File: src/rtl/stack_top_param.sv
// Button-driven parametrised LIFO: two debounced buttons feed a register-array stack
// with occupancy, live top view, replace-top on simultaneous push+pop, sticky error flags.
module stack_debounce #(
  parameter int DB_CYCLES = 2000000
) (
  input  logic clk,
  input  logic reset,
  input  logic raw,
  output logic tick
);
  localparam int CW = $clog2(DB_CYCLES + 1);

  logic          sync_p0;
  logic          sync_p1;
  logic          level;
  logic          level_prev;
  logic [CW-1:0] cnt;

  always_ff @(posedge clk or posedge reset) begin
    if (reset) begin
      sync_p0    <= 1'b0;
      sync_p1    <= 1'b0;
      level      <= 1'b0;
      level_prev <= 1'b0;
      cnt        <= '0;
    end else begin
      sync_p0    <= raw;
      sync_p1    <= sync_p0;
      level_prev <= level;
      // level follows the synchronised input only after DB_CYCLES differing edges in a row
      if (sync_p1 != level) begin
        if (cnt == CW'(DB_CYCLES - 1)) begin
          level <= sync_p1;
          cnt   <= '0;
        end else begin
          cnt <= cnt + 1'b1;
        end
      end else begin
        cnt <= '0;
      end
    end
  end

  assign tick = level & ~level_prev;
endmodule

module stack_top_param #(
  parameter int DATA_SIZE      = 3,
  parameter int ADDR_SPACE_EXP = 2,
  parameter int DB_CYCLES      = 2000000
) (
  input  logic                      clk,
  input  logic                      reset,
  input  logic                      push,
  input  logic                      pop,
  input  logic [DATA_SIZE-1:0]      push_data_in,
  input  logic                      err_clr,
  output logic [DATA_SIZE-1:0]      pop_data_out,
  output logic [DATA_SIZE-1:0]      top_data,
  output logic [ADDR_SPACE_EXP:0]   count,
  output logic                      empty,
  output logic                      full,
  output logic                      overflow,
  output logic                      underflow
);
  localparam int AW    = ADDR_SPACE_EXP;
  localparam int CNT_W = ADDR_SPACE_EXP + 1;
  localparam int DEPTH = 1 << ADDR_SPACE_EXP;

  logic                 push_tick;
  logic                 pop_tick;
  logic [DATA_SIZE-1:0] mem [DEPTH];
  logic [AW-1:0]        wr_idx;
  logic [AW-1:0]        top_idx;
  logic [AW-1:0]        wr_addr;
  logic                 wr_en;
  logic                 rd_en;
  logic                 set_ov;
  logic                 set_un;
  logic [CNT_W-1:0]     cnt_next;

  stack_debounce #(.DB_CYCLES(DB_CYCLES)) u_db_push (
    .clk(clk), .reset(reset), .raw(push), .tick(push_tick)
  );
  stack_debounce #(.DB_CYCLES(DB_CYCLES)) u_db_pop (
    .clk(clk), .reset(reset), .raw(pop), .tick(pop_tick)
  );

  // Low address bits double as the next free slot; top is one below (wraps correctly when full)
  assign wr_idx   = count[AW-1:0];
  assign top_idx  = wr_idx - 1'b1;
  assign empty    = (count == '0);
  assign full     = (count == CNT_W'(DEPTH));
  assign top_data = empty ? '0 : mem[top_idx];

  always_comb begin
    wr_en    = 1'b0;
    wr_addr  = wr_idx;
    rd_en    = 1'b0;
    cnt_next = count;
    set_ov   = 1'b0;
    set_un   = 1'b0;
    case ({push_tick, pop_tick})
      2'b10: begin
        if (full) begin
          set_ov = 1'b1;
        end else begin
          wr_en    = 1'b1;
          cnt_next = count + 1'b1;
        end
      end
      2'b01: begin
        if (empty) begin
          set_un = 1'b1;
        end else begin
          rd_en    = 1'b1;
          cnt_next = count - 1'b1;
        end
      end
      2'b11: begin
        // Replace-top on a non-empty stack; an empty stack degrades to a plain push
        if (empty) begin
          wr_en    = 1'b1;
          cnt_next = count + 1'b1;
          set_un   = 1'b1;
        end else begin
          rd_en   = 1'b1;
          wr_en   = 1'b1;
          wr_addr = top_idx;
        end
      end
      default: ;
    endcase
  end

  always_ff @(posedge clk) begin
    if (wr_en) mem[wr_addr] <= push_data_in;
  end

  always_ff @(posedge clk or posedge reset) begin
    if (reset) begin
      count        <= '0;
      pop_data_out <= '0;
      overflow     <= 1'b0;
      underflow    <= 1'b0;
    end else begin
      count <= cnt_next;
      if (rd_en) pop_data_out <= mem[top_idx];
      // A new error event outranks a simultaneous clear
      overflow  <= set_ov | (overflow & ~err_clr);
      underflow <= set_un | (underflow & ~err_clr);
    end
  end
endmodule

File: config.mk
export PLATFORM = sky130hd
export DESIGN_NAME = stack_top_param
export DESIGN_NICKNAME = d
export VERILOG_FILES = /design/src/rtl/stack_top_param.sv
export SDC_FILE = /design/constraint.sdc
export NUM_CORES = 1
export LEC_CHECK = 0
export CAP_MARGIN = 20
export CELL_PAD_IN_SITES_DETAIL_PLACEMENT = 1
export CELL_PAD_IN_SITES_GLOBAL_PLACEMENT = 1
export CORE_ASPECT_RATIO = 1.2
export CORE_MARGIN = 2
export CORE_UTILIZATION = 50
export CTS_CLUSTER_SIZE = 14
export DETAILED_ROUTE_END_ITERATION = 12
export MAX_ROUTING_LAYER = met4
export PLACE_DENSITY_LB_ADDON = 0.15
export SYNTH_ARGS = -nofsm -noshare
export SYNTH_HDL_FRONTEND = slang
export SYNTH_SLANG_ARGS = --single-unit
export TNS_END_PERCENT = 50
File: constraint.sdc
create_clock -name clk -period 7 [get_ports clk]
set_input_delay 2.1 -clock clk [delete_from_list [all_inputs] [get_ports clk]]
set_output_delay 2.1 -clock clk [all_outputs]
set_load 0.03 [all_outputs]
After elaboration in Yosys (flattened, before gate mapping)
Memories as Yosys holds them, arrays and structs flattened.
Index checks and enable logic that the tools add are counted.
- bits of input ports: 8
- bits in registers: 58
- memory bits (writable): 12
- memories kept: 1
- word-level logic and storage cells: 67
- multiplexer cells: 21
- bitwise gates (word level): 9
- reduce and logical (&&, ||, !) cells: 6
- eq/ne operators: 11
- $add $sub $neg: 5
- memories (name ; depth ; width ; rd ports ; clocked after memory_dff ; wr ports ; line ; text):
    mem ; 4 ; 3 ; 1 ; 0 ; 1 ; 72 ; logic [DATA_SIZE-1:0] mem [DEPTH];
- operator list (kind ; number):
    two-way mux 21 bit ; 4
    adder 21 x 1 -> 21 bit (second input constant) ; 2
    equality test 21 bit (second input constant) ; 2
    two-way mux 3 bit ; 4
    two-way mux 1 bit ; 9
    one-hot mux 3 bit (3 select lines) ; 1
    inequality test 2 bit (second input constant) ; 3
    AND 1 bit ; 4
    equality test 2 bit (second input constant) ; 2
    two-way mux 2 bit ; 2
    AND reduction 2 bit ; 2
    AND reduction 4 bit ; 1
    adder 3 x 1 -> 3 bit (second input constant) ; 1
    equality test 3 bit (second input constant) ; 1
    logical NOT 3 bit ; 1
    NOT 1 bit ; 3
    nonzero test 3 bit ; 1
    subtractor 3 x 1 -> 3 bit (second input constant) ; 1
    equality test 2 x 1 -> 1 bit (second input constant) ; 1
    inequality test 1 bit ; 2
    OR 1 bit ; 2
    one-hot mux 1 bit (2 select lines) ; 1
    OR reduction 2 bit ; 1
    subtractor 2 x 1 -> 2 bit (second input constant) ; 1

Longest topological paths before layout
- depth in word-level cells: 6
- gate-level depth with buffers: 9

Hierarchy
Synthesis repeated with hierarchy kept, for this count alone.
- cells, all modules: 327
- area, all modules: 3530.9 um^2
- by module, submodules not included (module ; seq. area each (um^2) ; cells an instance ; area each (um^2) ; times used):
    stack_debounce ; 625.6 ; 122 ; 1242.4 ; 2
    stack_top_param ; 560.5 ; 83 ; 1046.0 ; 1

Least setup slack after synthesis
Ideal clock, no wire load.
- path type: reg2out
- start: register count[0]
- end: output port top_data[1]
- arrival: 2.053 ns
- buffers on the path: 1
- cell stages (with the launch flop): 6
- setup slack: 2.847 ns
- cells stage by stage: dfrtp_1 -> clkbuf_1 -> inv_1 -> ha_1 -> mux4_2 -> and2_1
- cells in the longest elaborated chain, start to end: 3
- ends and longest elaborated chain (element ; line ; text):
    from (decl) ; 60 ; output logic [ADDR_SPACE_EXP:0] count,
    from (signal assigned) ; 147 ; count <= cnt_next;
    subtractor 2 x 1 -> 2 bit ; 91 ; assign top_idx = wr_idx - 1'b1;
    memory read (4 x 3 bit) ; -- ;
    two-way mux 3 bit (*) ; 94 ; assign top_data = empty ? '0 : mem[top_idx];
    to (decl) ; 59 ; output logic [DATA_SIZE-1:0] top_data,
Every way passes the cells marked *; elsewhere a longest branch is shown, timed or not.

Worst setup path after layout
Ends and elaborated chain as after synthesis.

==> reports/qor.csv <==
metric,value,unit
start_kind,flop,
hold_ws,0.362,ns
synth-edff-count,12,
cts_resized,0,
synth_seq_cells,70,
rsz0062_at_grt,no,
synth.yosys.seq_area_share,0.560,
worst_pin_slew,0.740,ns
multi_input_area,1330,um2
cts_setup_buffers,0,
cts_sinks,70,
fin_nets,343,
hold_viol_final,0,
cts.reportedPaths.clkPinSlew,0.07,ns
die_height,92.1,um
grt_pass1_vias,2396,
die_area,7130,um2
vias,2222,
maxSlewHeadroom,0.507,
syn_inst,305,
cp_max_fo,10,
remaining_drc_errors,0,
syn_area,3230,um2
tns,0,ns
overflow,0,
grt_max_degree,59,
seq_area,1810,um2
cts_buffer_depth,2,
clockPowerShare,0.465,
peakVddDrop,0.126,mV
skew,0.00982,ns
utilization,0.590,
synth.top_cell.area_share,0.449,
end_kind,primary output,
seqPwrFrac,0.508,
maxCapViolations,0,
power_density,222,nW/um2
dr.pass1.iters,4,
htreeDepth,3,
coreArea,6330,um2
io_buffers,20,
row_count,32,
total_power,830,uW
synthTopCellsByCount,"dfrtp_1 (58), nor2_1 (58), nand2_1 (32), xor2_1 (23), xnor2_1 (21)",
synth_top_area_cell,dfrtp_1,
synth-async-reset-ratio,0.829,
share_comb_of_total_power,0.027,
ios,21,
dpl.cell_count,405,
power.internal,660,uW
area.growth.synth_to_final,15.4,%
hp-class,reg -> reg,
synth_top_flop_cell,dfrtp_1,
ctsHoldBuffers,0,
setup_viol,0,
drive_gt1_frac,0.0774,
drv_slew,0,
timing.final.crit_share,0.695,
critical_path_class,reg -> out,
postSynthAreaPerCell,10.6,um2
ys_warn_count,0,
ys_types,36,
start_util,0.511,
wl,6820,um
syn_nets,317,
switching_share,0.204,
drt-wirelength-per-cell,16.2,um
n_fill_cell,734,
layoutNonFillerInstCount,421,
root_buffer,clkbuf_8,
ant_nets,0,
drt_iter0_markers,104,
synth_area_leaders,"dfrtp_1 (45%), edfxtp_1 (11%), nor2_1 (6.7%)",
p_leak,1.50,nW
numCtsBuffers,9,
dpl.hpwl,4540,um
tritoncts,built,
worst_ep_required_time,4.90,ns
track_usage,0.225,
globalplace.congestion,0.802,
clk_latency,0.35,ns
die_width,77.4,um
clock.fmax,206,MHz
antenna_found_initial,0,
viasPerCell,5.28,
run_status,completed,
fin_crit,4.86,ns
arrival,2.76,ns
grt_pass1_wl,11800,um
switchingPower,170,uW
antennaDiodeCount,0,
-- logic make-up (layout without fill, tap and decap cells) --
family          Yosys count  in the layout  share of synthesized area
simple gates            157            157                      0.230
flops                    70             70                      0.560
xor+xnor                 44             44                      0.119
buf+inv                  17             48                     0.0294
compound gates            8              8                     0.0155
mux                       5              5                     0.0279
fa+ha+maj                 4              4                     0.0178
-- routing by layer --
| layer | track usage | part of all wire | vias up |
|---|---|---|---|
| met5 | - | 0 | - |
| met2 | 0.375 | 0.52 | 31 |
| li1 | - | - | 1077 |
| met3 | 0.0482 | 0.024 | 9 |
| met4 | 0.0982 | 0.018 | 0 |
| met1 | 0.262 | 0.43 | 1105 |
-- stage by stage --
step	setup slack [ns]	cell area, um2
finish	2.14	3730
global route	2.01	3730
CTS	2.13	3730
detailed placement	2.52	3490
global placement	2.62	3490
floorplan	2.85	3230
-- worst max-delay path, stage by stage (launching register included) --
cell and delay (ns):
dfrtp_1 0.58, inv_1 0.24, ha_1 0.49, mux4_2 0.35, and2_1 0.17, clkdlybuf4s50_1 0.58
-- sequential cells by signal, summed over array words and instances, names as in the netlist --
signal,cells
overflow,1
u_db_pop.level,1
u_db_push.level,1
u_db_push.cnt,21
pop_data_out,3
u_db_pop.sync_p0,1
underflow,1
count,3
u_db_pop.sync_p1,1
u_db_push.sync_p1,1
u_db_push.sync_p0,1
u_db_pop.level_prev,1
u_db_pop.cnt,21
mem,12
u_db_push.level_prev,1
-- cells in the final DEF, fill, tap and decap left out, types with 2 or more instances in the layout --
| cell type | instances |
|---|---|
| a21oi_1 | 2 |
| a31oi_1 | 3 |
| and2_1 | 4 |
| and3_1 | 4 |
| and4_1 | 3 |
| bufinv_16 | 3 |
| clkbuf_8 | 9 |
| clkdlybuf4s50_1 | 20 |
| clkinv_2 | 2 |
| dfrtp_1 | 58 |
| edfxtp_1 | 12 |
| ha_1 | 3 |
| inv_1 | 10 |
| mux2_2 | 2 |
| mux4_2 | 3 |
| nand2_1 | 32 |
| nand2b_1 | 5 |
| nand3_1 | 17 |
| nand4_1 | 9 |
| nor2_1 | 58 |
| nor3_1 | 10 |
| nor4_1 | 5 |
| o22ai_1 | 2 |
| or2_2 | 2 |
| xnor2_1 | 21 |
| xor2_1 | 23 |
-- layout make-up --
| type | instances | share of cell area |
|---|---|---|
| clock buffers | 9 | 0.0332 |
| clock inverters | 7 | 0.0302 |
| inverters | 11 | 0.0111 |
| multi-input cells | 218 | 0.356 |
| flip-flops and latches | 70 | 0.486 |
| well taps | 85 | 0.0285 |
| repair buffers | 21 | 0.0557 |
-- worst paths after layout --
kind,from,end,slack [ns],depth (start not counted)
max in group asynchronous,reset,u_db_push.cnt[11],4.21,3
hold reg to reg,u_db_push.sync_p0,u_db_push.sync_p1,0.36,0
setup / recovery,count[0],top_data[1],2.14,5
hold / removal,u_db_push.sync_p0,u_db_push.sync_p1,0.36,0
setup reg to reg,count[0],mem[1][2],4.44,7
min in group asynchronous,reset,u_db_pop.level,2.28,3
-- power by group through the flow --
stage	registers (mW)	clock network (mW)	logic [mW]
3_3_place_gp	0.429	0	0.0225
3_5_place_dp	0.430	0	0.0231
2_1_floorplan	0.429	0	0.0160
6_report	0.421	0.386	0.0226
4_1_cts	0.421	0.395	0.0237
5_1_grt	0.422	0.414	0.0265
No activity file was read; power rests on OpenSTA's default activity.
